**src/rtl/reg_file_sb.sv**
```systemverilog
// Register file with a per-register busy scoreboard and a registered busy counter.
// Optional same-cycle write-to-read forwarding is enabled by defining REG_FILE_SB_BYPASS_EN.
module reg_file_sb #(
    parameter int XLEN = 32,
    parameter int NREG = 32,
    localparam int AW = $clog2(NREG)
) (
    input  logic            clk,
    input  logic            reset,
    input  logic [AW-1:0]   rs1_addr,
    input  logic [AW-1:0]   rs2_addr,
    output logic [XLEN-1:0] rs1_data,
    output logic [XLEN-1:0] rs2_data,
    output logic            rs1_busy,
    output logic            rs2_busy,
    input  logic            wr_en,
    input  logic [AW-1:0]   rd_addr,
    input  logic [XLEN-1:0] rd_data,
    input  logic            issue_en,
    input  logic [AW-1:0]   issue_addr,
    input  logic            flush,
    output logic [AW:0]     busy_count
);

    logic [XLEN-1:0] regs [NREG];
    logic [NREG-1:0] busy;
    logic [NREG-1:0] busy_nxt;
    logic            wr_ok;

    function automatic logic [AW:0] popcount(input logic [NREG-1:0] v);
        logic [AW:0] c;
        c = '0;
        for (int i = 0; i < NREG; i++) begin
            c = c + {{AW{1'b0}}, v[i]};
        end
        return c;
    endfunction

    assign wr_ok = wr_en && (rd_addr != '0);

    // Write clears the target's busy bit first; a same-cycle issue then re-sets it,
    // while flush overrides both and suppresses the issue.
    always_comb begin
        busy_nxt = busy;
        if (wr_ok) begin
            busy_nxt[rd_addr] = 1'b0;
        end
        if (flush) begin
            busy_nxt = '0;
        end else if (issue_en && (issue_addr != '0)) begin
            busy_nxt[issue_addr] = 1'b1;
        end
        busy_nxt[0] = 1'b0;
    end

    always_ff @(posedge clk or negedge reset) begin
        if (!reset) begin
            for (int i = 0; i < NREG; i++) begin
                regs[i] <= '0;
            end
            busy       <= '0;
            busy_count <= '0;
        end else begin
            if (wr_ok) begin
                regs[rd_addr] <= rd_data;
            end
            busy       <= busy_nxt;
            busy_count <= popcount(busy_nxt);
        end
    end

`ifdef REG_FILE_SB_BYPASS_EN
    logic byp1;
    logic byp2;
    logic issue_hit;

    // Forwarding is gated by reset so a write presented during reset stays invisible.
    assign byp1      = reset && wr_ok && (rs1_addr == rd_addr);
    assign byp2      = reset && wr_ok && (rs2_addr == rd_addr);
    assign issue_hit = issue_en && !flush && (issue_addr == rd_addr);

    always_comb begin
        rs1_data = (rs1_addr == '0) ? '0 : regs[rs1_addr];
        rs2_data = (rs2_addr == '0) ? '0 : regs[rs2_addr];
        rs1_busy = busy[rs1_addr];
        rs2_busy = busy[rs2_addr];
        if (byp1) begin
            rs1_data = rd_data;
            rs1_busy = issue_hit;
        end
        if (byp2) begin
            rs2_data = rd_data;
            rs2_busy = issue_hit;
        end
    end
`else
    always_comb begin
        rs1_data = (rs1_addr == '0) ? '0 : regs[rs1_addr];
        rs2_data = (rs2_addr == '0) ? '0 : regs[rs2_addr];
        rs1_busy = busy[rs1_addr];
        rs2_busy = busy[rs2_addr];
    end
`endif

endmodule

```
**config.mk**
```make
export PLATFORM = sky130hd
export DESIGN_NAME = reg_file_sb
export DESIGN_NICKNAME = d
export VERILOG_FILES = /design/src/rtl/reg_file_sb.sv
export SDC_FILE = /design/constraint.sdc
export NUM_CORES = 2
export LEC_CHECK = 0
export ABC_AREA = 1
export BUFFER_PORTS_ARGS = -buffer_cell sky130_fd_sc_hd__clkbuf_2
export CAP_MARGIN = 20
export CORE_MARGIN = 2
export CORE_UTILIZATION = 25
export DETAILED_ROUTE_END_ITERATION = 12
export GPL_ROUTABILITY_DRIVEN = 0
export PLACE_DENSITY_LB_ADDON = 0.25
export SETUP_SLACK_MARGIN = 0.15
export SYNTH_ARGS = -nofsm -noshare
export SYNTH_HDL_FRONTEND = slang
export SYNTH_SLANG_ARGS = --single-unit
```
**constraint.sdc**
```tcl
create_clock -name clk -period 7.5 [get_ports clk]
set_input_delay 0.375 -clock clk [delete_from_list [all_inputs] [get_ports clk]]
set_output_delay 0.375 -clock clk [all_outputs]
set_load 0.1 [all_outputs]
```
==> results_dict.tcl <==
set metrics [dict create \
    coreArea_um2 238300 \
    worst_pin_slew_ns 1.219 \
    holdCritStartpoint "rd_data[1]" \
    power_density_nw_per_um2 265.1 \
    grtUsageTotal 0.2257 \
    fin_cells 11790 \
    slowest_delay_ns 0.62 \
    hold_path_end "regs[513]" \
    drcViolationCount 0 \
    finalHoldViolations 0 \
    post_cts_buffers 0 \
    hold_depth 3 \
    synth_area_um2 60070 \
    dr.pass1.iters 6 \
    syn-num-nets 8942 \
    layout_min_cycle_time_ns 5.960 \
    p_leak_nw 31.31 \
    totalWireLength_mm 282.3 \
    cp-end-kind "register" \
    grt_pass1_wl_mm 407.0 \
    reg2regPathDepth 16 \
    finalHoldWorstSlack_ns 0.04478 \
    clock_sinks 1061 \
    ys_ff_latch 1061 \
    synth_top_area_cell "dfrtp_1" \
    yosysWarnings 0 \
    first_global_vias 56520 \
    skew_ns 0.004494 \
    die_h_um 494.2 \
    status "completed" \
    r2r_slack_ns 2.20 \
    timing.rr.start "busy[14]" \
    grt_overflow 0 \
    synth_cells 8855 \
    period_share 0.7946 \
    vias_per_cell 5.098 \
    fillers 26090 \
    synth_top_cell_area_share 0.4420 \
    port_buffers 128 \
    ios 129 \
    area_growth_pct 12.20 \
    rsz0062_at_grt "false" \
    worstSetupPathType "in2reg" \
    max_cap_viol_count 0 \
    cts_max_path_buffers 3 \
    crit_required_ns 8.20 \
    cts_tree "done" \
    path_common_cell "fa_1" \
    wire_per_inst_um 23.93 \
    critPathMaxFanout 6 \
    root_buffer "clkbuf_16" \
    dieArea_um2 244200 \
    hp-class "in2reg" \
    cts_buffers 119 \
    clock_latency_ns 0.78 \
    worstReg2RegEnd "busy_count[4]" \
    drive_above_1_share 0.06090 \
    vias 60120 \
    max_slew_margin 0.1870 \
    maxSlewViolCount 0 \
    first_iter_violations 7157 \
    setup_tns_ns 0 \
    clk_pin_slew_ns 0.06 \
    peakVddDrop_uv 235.9 \
    final_antenna_net_count 0 \
    max_freq_mhz 167.8 \
    grt_max_degree 183 \
    cts_max_level 3 \
    hpwlAfterDp_mm 156.0 \
    synth_area_leaders "dfrtp_1 44%, nand2_1 21%, nand3_1 9.0%, o21ai_0 8.8%, inv_1 3.4%" \
    fin_nets 8604 \
    die_x_um 494.2 \
    path_cells "dlygate4sd3_1 > clkbuf_2 > nor2_1 > inv_1 > nor2_1 > nand2_1 > a21oi_1 > inv_1 > fa_1 > fa_1 > fa_1 > fa_1 > fa_1 > inv_1 > fa_1 > fa_1 > fa_1 > a21oi_1 > nor2_1 > nor2_1 > xnor2_1" \
    startpoint "issue_addr[0]" \
    ys_seq_area_frac 0.4420 \
    critPathArrivalTime_ns 6.66 \
    antenna_found_initial 20 \
    startpoint_type "primary input" \
    dp_cells 11550 \
    ys_types 29 \
    initial_utilization 0.2521 \
    cpMaxStageDelayCell "fa_1" \
    synth.avg_cell_area_um2 6.784 \
    row_count 179 \
    setup_violations 0 \
    setup_slack_ns 1.540 \
    dp_slack_ns 1.175 \
]
-- how the worst max path moves through the flow --
stage,end,slack [ns]
after floorplan,busy_count[4],1.97
after global placement,busy_count[4],1.10
after detailed placement,busy_count[4],1.18
after CTS,busy_count[4],1.63
after global routing,busy_count[4],1.28
final,busy_count[4],1.54
-- critical path: cells and delay by family --
kind                     cells  cell delay (ns)
adder cells (fa/ha/maj)      8             3.91
buffers and inverters        5             0.88
AND/OR/NAND/NOR              5             0.99
AO/OA/AOI/OAI                2             0.37
XOR/XNOR                     1             0.13
-- state kept, by name (all words and copies together), names as in the netlist --
register / flops
regs: 1024
busy_count: 6
busy: 31
-- area by class of cell --
type | count | area (um^2) | share of cell area
inverters | 557 | 2140 | 0.03174
multi-input cells | 6502 | 28530 | 0.4234
flip-flops and latches | 1061 | 26550 | 0.3939
diodes | 7 | 17.52 | 0.0002599
clock inverters | 47 | 608.1 | 0.009022
repair buffers | 276 | 1991 | 0.02953
well taps | 3167 | 3963 | 0.05879
clock buffers | 177 | 3597 | 0.05337
-- cells by family (layout without fill, tap and decap cells) --
family	after synthesis	after routing	synth area share
DFF	1061	1061	0.4420
adders and majority gates	30	30	0.009123
xor gates and xnor gates	3	3	0.0004375
and+or+nand+nor	4999	4999	0.3368
AOI/OAI and AO/OA	1470	1470	0.1262
other	0	7	0
buffers and inverters	1292	1057	0.08552
-- power by group --
group          switching, mW  internal, mW  leakage (nW)  total [mW]
registers              0.760          6.86          13.1        7.62
clock network           2.68          3.72          2.08        6.40
logic                   2.69          1.16          16.1        3.85
total                   6.12          11.7          31.3        17.9
-- synth_stat cells, drive strengths merged --
cell	n
buf	286
nor3	4
a21oi	320
ha	7
dfrtp	1061
nand3	1080
xor2	2
o21a	10
nor2	552
a31oi	1
o211ai	70
a211oi	8
clkbuf	449
inv	553
clkinv	4
xnor2	1
nand2	3342
nand4	18
nand3b	3
o21ai	1061
fa	23
-- per-stage QoR --
| stage | util | power (mW) | instance area [um^2] |
|---|---|---|---|
| 2_1_floorplan | - | 10.25 | 60070 |
| 3_3_place_gp | 0.2647 | 11.42 | 63080 |
| 3_5_place_dp | 0.2647 | 11.50 | 63080 |
| 4_1_cts | 0.2828 | 17.93 | 67380 |
| 5_1_grt | 0.2828 | 18.82 | 67390 |
| 6_report | 0.2828 | 17.87 | 67400 |
-- per-layer routing --
metal | share of wire | track usage
met5 | 0.00033 | 0
met4 | 0.049 | 0.1017
met3 | 0.071 | 0.02660
met2 | 0.47 | 0.3740
met1 | 0.41 | 0.2942
-- timing repair --
| action | 4_1_cts | 5_1_grt |
|---|---|---|
| hold buffers | 10 | 0 |
| hold endpoints to repair | 120 | 0 |
| setup endpoints to repair | 0 | 0 |
| gates resized for setup | 0 | 0 |
-- placed cells by master (no fill, tap or decap), types with 10 or more instances in the layout --
cell type and count:
clkbuf_8 38, nor2_4 22, nand2_1 3340, o211ai_1 70, inv_1 530, buf_4 129
a21oi_1 320, clkbuf_2 118, dlygate4sd3_1 10, clkbuf_16 120, buf_12 12, dfrtp_1 1061
clkbuf_1 19, fa_1 23, clkinv_2 33, nand4_1 18, o21a_1 10, nor2_1 529
bufinv_16 12, o21ai_0 1059, nand3_1 1076
No activity file was read; power rests on OpenSTA's default activity.
